## src/rtl/brick_map_ctrl.sv

```systemverilog
// brick_map_ctrl: live brick matrix for the current level.
// Copies a selected 15x20 static level map one row per cycle, tracks the
// number of live bricks, clears bricks on bullet hits and answers per-pixel
// "brick here" lookups for the VGA drawing path.
module brick_map_ctrl #(
  parameter int TILE_W = 32,
  parameter int TILE_H = 32
) (
  input  logic               clk,
  input  logic               reset,
  input  logic [0:14][0:19]  mat_in0,
  input  logic [0:14][0:19]  mat_in1,
  input  logic [0:14][0:19]  mat_in2,
  input  logic [0:14][0:19]  mat_in3,
  input  logic [1:0]         level_sel,
  input  logic               load,
  output logic               load_busy,
  input  logic               hit_valid,
  input  logic [3:0]         hit_row,
  input  logic [4:0]         hit_col,
  output logic               hit_ack,
  output logic               hit_was_brick,
  input  logic [10:0]        pixelX,
  input  logic [10:0]        pixelY,
  output logic               brick_draw,
  output logic [8:0]         brick_count,
  output logic               all_clear
);

  localparam int COL_SH = $clog2(TILE_W);
  localparam int ROW_SH = $clog2(TILE_H);

  typedef enum logic [1:0] {IDLE, LOAD, READY} state_t;

  state_t             state_q, state_d;
  logic [1:0]         sel_q, sel_d;
  logic [3:0]         row_q, row_d;
  logic [0:14][0:19]  live_q, live_d;
  logic [8:0]         count_q, count_d;
  logic               busy_q, busy_d;
  logic               ack_q, ack_d;
  logic               was_q, was_d;
  logic               draw_q, draw_d;
  logic               clear_q, clear_d;

  logic [0:19]        map_row;
  logic [4:0]         pix_col;
  logic [3:0]         pix_row;
  logic               hit_ok;

  // Number of bricks in one map row (0..20).
  function automatic logic [4:0] row_pop(input logic [0:19] row);
    logic [4:0] pop;
    pop = '0;
    for (int i = 0; i < 20; i++) begin
      pop = pop + {4'd0, row[i]};
    end
    return pop;
  endfunction

  // Row being copied from the latched level map.
  always_comb begin
    map_row = '0;
    case (sel_q)
      2'd0:    map_row = mat_in0[row_q];
      2'd1:    map_row = mat_in1[row_q];
      2'd2:    map_row = mat_in2[row_q];
      default: map_row = mat_in3[row_q];
    endcase
  end

  // Next-state logic: load has priority; copy in LOAD; hits only land in READY.
  always_comb begin
    state_d = state_q;
    sel_d   = sel_q;
    row_d   = row_q;
    live_d  = live_q;
    count_d = count_q;
    ack_d   = hit_valid;
    was_d   = 1'b0;
    pix_col = pixelX[COL_SH +: 5];
    pix_row = pixelY[ROW_SH +: 4];
    hit_ok  = (hit_row <= 4'd14) && (hit_col <= 5'd19) && live_q[hit_row][hit_col];

    if (load) begin
      sel_d   = level_sel;
      live_d  = '0;
      count_d = '0;
      row_d   = '0;
      state_d = LOAD;
    end else begin
      case (state_q)
        LOAD: begin
          live_d[row_q] = map_row;
          count_d       = count_q + {4'd0, row_pop(map_row)};
          row_d         = row_q + 4'd1;
          if (row_q == 4'd14) state_d = READY;
        end
        READY: begin
          if (hit_valid && hit_ok) begin
            live_d[hit_row][hit_col] = 1'b0;
            count_d                  = count_q - 9'd1;
            was_d                    = 1'b1;
          end
        end
        default: ;
      endcase
    end

    busy_d  = (state_d == LOAD);
    // Lookup and all-clear both observe the pre-update matrix and count.
    clear_d = (state_q == READY) && (count_q == 9'd0);
    draw_d  = 1'b0;
    if ((pixelX < 11'd640) && (pixelY < 11'd480)) draw_d = live_q[pix_row][pix_col];
  end

  // State and registered outputs; reset clears everything, dropping any pending ack.
  always_ff @(posedge clk) begin
    if (reset) begin
      state_q <= IDLE;
      sel_q   <= '0;
      row_q   <= '0;
      live_q  <= '0;
      count_q <= '0;
      busy_q  <= 1'b0;
      ack_q   <= 1'b0;
      was_q   <= 1'b0;
      draw_q  <= 1'b0;
      clear_q <= 1'b0;
    end else begin
      state_q <= state_d;
      sel_q   <= sel_d;
      row_q   <= row_d;
      live_q  <= live_d;
      count_q <= count_d;
      busy_q  <= busy_d;
      ack_q   <= ack_d;
      was_q   <= was_d;
      draw_q  <= draw_d;
      clear_q <= clear_d;
    end
  end

  assign load_busy     = busy_q;
  assign hit_ack       = ack_q;
  assign hit_was_brick = was_q;
  assign brick_draw    = draw_q;
  assign brick_count   = count_q;
  assign all_clear     = clear_q;

endmodule

```

## config.mk

```make
export PLATFORM = sky130hd
export DESIGN_NAME = brick_map_ctrl
export DESIGN_NICKNAME = d
export VERILOG_FILES = /design/src/rtl/brick_map_ctrl.sv
export SDC_FILE = /design/constraint.sdc
export NUM_CORES = 2
export LEC_CHECK = 0
export CORE_AREA = 8 8 486 488
export DETAILED_ROUTE_END_ITERATION = 10
export DIE_AREA = 0 0 494 496
export MAX_ROUTING_LAYER = met4
export PLACE_DENSITY_LB_ADDON = 0.1
export SETUP_SLACK_MARGIN = 0.4
export SLEW_MARGIN = 10
export SYNTH_ARGS = -nofsm -noshare
export SYNTH_HDL_FRONTEND = slang
export SYNTH_SLANG_ARGS = --single-unit
export TNS_END_PERCENT = 10
```

## constraint.sdc

```tcl
create_clock -name clk -period 20.4 [get_ports clk]
set_input_delay 4.08 -clock clk [delete_from_list [all_inputs] [get_ports clk]]
set_output_delay 4.08 -clock clk [all_outputs]
set_load 0.02 [all_outputs]
```

Yosys cells after proc, flatten, opt, wreduce, memory -nomap -nowiden
Index checks and enable logic that the tools add are counted.
{ "totals": {"wordCells": 129, "register_bits": 322, "output_inout_bits": 14, "input_bits": 1237} }
{ "op_classes": {"n_bitwise": 9, "eq_ne": 7, "muxes": 40, "n_lt_le_gt_ge": 12, "n_reduce_logical": 15, "add_sub_neg": 22} }
{ "op_table": {"columns": ["cell", "count"], "rows": [
  ["300-bit case mux with 2 select lines", 1],
  ["20-bit binary-select mux with 4-bit select", 6],
  ["300-bit AND", 1],
  ["300-bit bitwise mux", 1],
  ["300-bit two-way mux", 1],
  ["300-bit inverter", 1],
  ["20-bit two-way mux", 14],
  ["20-bit demux with 4-bit select", 2],
  ["5-bit by 1-bit adder with 5-bit output", 15],
  ["20-bit case mux with 3 select lines", 1],
  ["9-bit case mux with 2 select lines", 1],
  ["5-bit greater-or-equal comparator (second input constant)", 3],
  ["4-bit inverter with 5-bit output", 3],
  ["6-bit greater-or-equal comparator (second input constant)", 2],
  ["5-bit inverter with 6-bit output", 2],
  ["11-bit by 10-bit < comparator with 1-bit output (second input constant)", 1],
  ["11-bit by 9-bit < comparator with 1-bit output (second input constant)", 1],
  ["1-bit binary-select mux with 5-bit select", 2],
  ["5-bit by 1-bit < comparator with 1-bit output (second input constant)", 2],
  ["9-bit by 5-bit adder with 9-bit output", 1],
  ["9-bit logical NOT", 1],
  ["9-bit two-way mux", 1],
  ["9-bit by 1-bit subtractor with 9-bit output (second input constant)", 1],
  ["1-bit logical AND", 8],
  ["other kinds (21)", 33]
]} }

Depth between registers and ports, before layout
{ "logic_depth": {"ltp_word": 26, "mapped_depth": 29, "mapped_depth_nobuf": 25} }

Worst setup path after synthesis
OpenSTA, ideal clock, no wires.
{ "synth_path": {"path_kind": "input to register", "from": "in mat_in0[72] (netlist name)", "to": "reg count_q[8] (netlist: brick_count[8])", "arrival_time_ns": 10.236, "t_required_ns": 20.328, "slack_ns": 10.092, "path_stages": 24, "path_buffers": 1, "setup_ns": 0.072, "path_cell_list": "mux4_2 -> mux4_2 -> mux2i_1 -> clkbuf_1 -> mux2_2 -> fa_1 -> fa_1 -> inv_1 -> fa_1 -> fa_1 -> inv_1 -> fa_1 -> inv_1 -> fa_1 -> inv_1 -> fa_1 -> nor2b_1 -> o21ai_0 -> a21boi_0 -> o21a_1 -> o21ai_0 -> o22ai_1 -> o211ai_1 -> mux2i_1"} }
{ "synth_between": {"elab_chain_len": 19} }
{ "synth_rtl": {"columns": ["element", "line_no", "source"], "rows": [
  ["from (decl)", "11", "input logic [0:14][0:19] mat_in0,"],
  ["20-bit binary-select mux with 4-bit select", "65", "2'd0: map_row = mat_in0[row_q];"],
  ["20-bit two-way mux (not written as such) (2 in a row)", "65", null],
  ["20-bit case mux with 3 select lines", "64", "case (sel_q)"],
  ["5-bit by 1-bit adder with 5-bit output (13 in a row)", "56", "pop = pop + {4'd0, row[i]};"],
  ["9-bit by 5-bit adder with 9-bit output", "95", "count_d = count_q + {4'd0, row_pop(map_row)};"],
  ["9-bit case mux with 2 select lines", "92", "case (state_q)"],
  ["to (signal assigned)", "135", "count_q <= count_d;"],
  ["to (decl)", "39", "logic [8:0] count_q, count_d;"]
]} }
No other way between the ends. The select of a mux whose other input is x is not followed.
A chain may end at the register's enable or synchronous reset.

Worst setup path after layout
{ "layout_path": {"from": "in mat_in3[86] (netlist name)", "to": "reg count_q[6] (netlist: brick_count[6])"} }
{ "layout_between": {"elab_chain_len": 13} }
{ "layout_rtl": {"columns": ["element", "line_no", "source"], "rows": [
  ["from (decl)", "14", "input logic [0:14][0:19] mat_in3,"],
  ["20-bit binary-select mux with 4-bit select", "68", "default: map_row = mat_in3[row_q];"],
  ["20-bit two-way mux (not written as such) (2 in a row)", "68", null],
  ["20-bit case mux with 3 select lines", "64", null],
  ["5-bit by 1-bit adder with 5-bit output (7 in a row)", "56", null],
  ["9-bit by 5-bit adder with 9-bit output", "95", null],
  ["9-bit case mux with 2 select lines", "92", null]
]} }
No other way between the ends. The select of a mux whose other input is x is not followed.

==> parameters.txt <==
Parameter                              Value

Place
  Number of buffer cells added on primary ports    1240
  Placed insts    7573
  Worst-case setup slack after placement    8030 ps
  Instance area after placement    0.0504 mm²
  Final GP Congestion    0.956
  Detailed Place HPWL    273000 µm

Setup path
  Critical path, cell by cell    clkdlybuf4s50_1 > mux4_2 > or2_2 > a31oi_1 > o21a_1 > mux2i_1 > fa_1 > fa_1 > fa_1 > fa_1 > inv_1 > fa_1 > inv_1 > fa_1 > inv_1 > fa_1 > nor2b_1 > o21ai_0 > a21boi_0 > o21a_1 > o21ai_0 > a21oi_1 > o21ai_0 > mux2i_1
  Maximum fanout encountered on the critical timing path    13
  Crit Path Class    in2reg
  Critical path startpoint category    primary input
  Most common cell type on the critical path    sky130_fd_sc_hd__fa_1
  Launch instance of the worst register-to-register path    row_q[0]
  End of the critical path    brick_count[6]
  Required time worst endpoint    20970 ps
  Register-to-register setup slack    9870 ps
  Crit path capture type    flop
  Delay contributed by the slowest stage of the critical path    810 ps
  Library cell contributing the largest single delay on the critical path    sky130_fd_sc_hd__a31oi_1
  First element of the critical path    mat_in3[86]
  Worst reg2reg endpoint    brick_count[6]
  Data arrival, critical path    12250 ps
  FF-to-FF path depth    27

Worst hold path
  Class of the tightest hold or removal check    reg2reg

Power
  Leakage    17.3 nW
  Worst voltage drop across the vdd grid    57.2 µV
  Power Dens Cells    48.2 mW/mm²
  Pwr Total    2.52 mW

Flow run
  Reported max-cap violation count    0

Floorplan
  Starting density of the core    15.2%
  Width of the chip    494 µm
  # rows    176
  I/O pins    1251
  Die span in y    496 µm
  Total Die Area    0.245 mm²
  CORE AREA    0.229 mm²

Route
  Count of routing violations after the opening detailed-route iteration    4373
  Routed Antenna Nets    0
  Routed via count    40600
  Number of vias per cell    5.21
  First-pass iteration count of the detailed router    6
  DRC    0
  WL per Instance    45.3 µm
  Routed Wire Length    352000 µm

Layout
  Number of inserted filler cells in the final layout    24800
  Multi-input logic area    0.0267 mm²
  Layout Cell Area excl Fill    0.0523 mm²
  Filler-free cell count of the finished design    7777
  Sequential Area    0.00646 mm²
  NumNets Final    5867
  Synthesis-to-finish area growth    50.5%
  Share of layout cells above drive strength 1    16.7%
  Fin util    22.9%

STA
  F_max    0.0856 GHz
  Fin crit period    11680 ps
  Share of the clock period used by the worst path after layout    57.2%
  Slew Viols, Final    0
  WHS    488 ps
  Unrepaired setup endpoints after global routing    no
  Minimum setup slack in the final design    8720 ps
  Total setup violations reported at the end of the flow    0
  Slew HR    15.6%
  Total Negative Setup Slacks    0 ps
  Worst Skew    59.2 ps
  Transition time at the pin with the least slew margin    1260 ps
  Total count of hold-check failures in the final report    0

Global route
  Global-route wire length before repair    442000 µm
  Via count of the first global-routing pass    39100
  GRT overflow    0
  Number of antenna violations at the first check in global routing    202
  Maximum number of pins on one net before global-route repair    169
  Overall fraction of global-route tracks in use    28.0%

Logic synthesis
  FF+latch count, synth    322
  Fraction of registers with async set/reset    0%
  Mean cell area of the mapped netlist    9.51 µm²
  EDFF count, synth    0
  Synth Net Count    4923
  Number of distinct library cells after synthesis    68
  Mapped cell area    0.0347 mm²
  Primary flip-flop cell chosen by synthesis mapping    sky130_fd_sc_hd__dfxtp_1
  Share of synthesized area occupied by flip-flops and latches    18.6%
  Instance count of the mapped netlist    3654
  Count of warnings emitted by yosys    0

Clock network
  Post-CTS setup buffers    0
  Clk slew on worst S/H paths    60 ps
  Clock tree from TritonCTS    built
  Number of hold buffers added after cts    0
  Maximum clock insertion buffer count    3
  Gates resized, CTS repair    0
  Clock network latency to the later pin of the worst-skew pair    690 ps
  Root buffer cell    sky130_fd_sc_hd__clkbuf_16
  Total CTS buffers    49
  TritonCTS sink count    322
  H-tree lvl count    2

Run status
  Run status    complete, no violations
[flip-flops by register name (all words and copies together) (netlist names)]
| register | flops |
|---|---|
| state_q | 2 |
| all_clear | 1 |
| sel_q | 2 |
| live_q | 300 |
| hit_was_brick | 1 |
| hit_ack | 1 |
| brick_draw | 1 |
| load_busy | 1 |
| row_q | 4 |
| brick_count | 9 |
[layout make-up]
type	count	area share, %
Clock inverter	5	0.151
Multi-Input combinational cell	2831	51.1
Clock buffer	77	2.76
Tap cell	3026	7.24
Sequential cell	322	12.4
Antenna cell	122	0.584
Inverter	31	0.227
Timing Repair Buffer	1363	25.5
[logic make-up (layout without fill, tap and decap cells)]
| group | after synthesis | count (layout) | synth area share [%] |
|---|---|---|---|
| adders and majority gates | 32 | 32 | 1.48 |
| muxes | 967 | 967 | 43.8 |
| DFF | 322 | 322 | 18.6 |
| xor gates and xnor gates | 6 | 6 | 0.151 |
| other | 0 | 122 | 0 |
| AOI/OAI and AO/OA | 865 | 865 | 18.8 |
| and+or+nand+nor | 961 | 961 | 11.3 |
| buffers and inverters | 501 | 1476 | 5.96 |
[layer usage]
layer / GRT usage [%] / vias to the layer above / routed length, µm
li1: - / 16500 / -
met1: 34.8 / 21300 / 147000
met2: 46.8 / 2295 / 172000
met3: 4.48 / 444 / 20800
met4: 8.85 / 0 / 13200
met5: - / - / 0
[where the power goes]
group          switching (mW)  internal (mW)
Sequential            0.00696          0.632
Clock                   0.382          0.482
Combinational           0.547          0.467
[cells in the final DEF (no fill, tap or decap), drive strengths merged, types with 26 or more instances in the layout]
cell / count
nor2: 67
clkdlybuf4s50: 1231
o211ai: 293
mux2: 26
clkbuf: 77
a21oi: 46
nand2: 773
o221ai: 304
dfxtp: 322
mux4: 440
o21ai: 129
buf: 132
inv: 32
mux2i: 501
diode: 122
[critical path, delay by kind of cell]
family	cells	cell delay [ps]
fa+ha+maj	7	3340
compound gates	8	2500
mux	3	1070
buf+inv	4	910
simple gates	2	340
[cells in the mapped netlist (all sizes together) (5+ instances only)]
cell type,n,area (µm²)
a21o,7,52.6
a21oi,46,230
a221oi,11,109
a2bb2oi,5,43.8
buf,108,594
clkbuf,362,1360
dfxtp,322,6450
fa,15,300
ha,17,213
inv,30,113
mux2,26,293
mux2i,501,5010
mux4,440,9910
nand2,773,2900
nand2b,11,68.8
nand3,22,110
nand3b,10,75.1
nand4,9,56.3
nor2,67,251
nor2b,16,100
nor3,14,70.1
nor3b,5,37.5
nor4,8,50.1
o2111ai,5,43.8
o211ai,293,2200
o21ai,129,646
o221ai,304,2680
o22ai,13,81.3
o2bb2ai,6,52.6
o311ai,14,123
or2,5,31.3
or3,5,31.3
[worst min-delay path by stage]
stage                           start          end  cells after the start
after floorplan           live_q[185]  live_q[185]                      2
after global placement     live_q[98]   live_q[98]                      2
after detailed placement  live_q[205]  live_q[205]                      2
after CTS                 live_q[113]  live_q[113]                      2
after global routing      live_q[230]  live_q[230]                      2
final                     live_q[234]  live_q[234]                      2
Power figures use the tool's default switching activity.
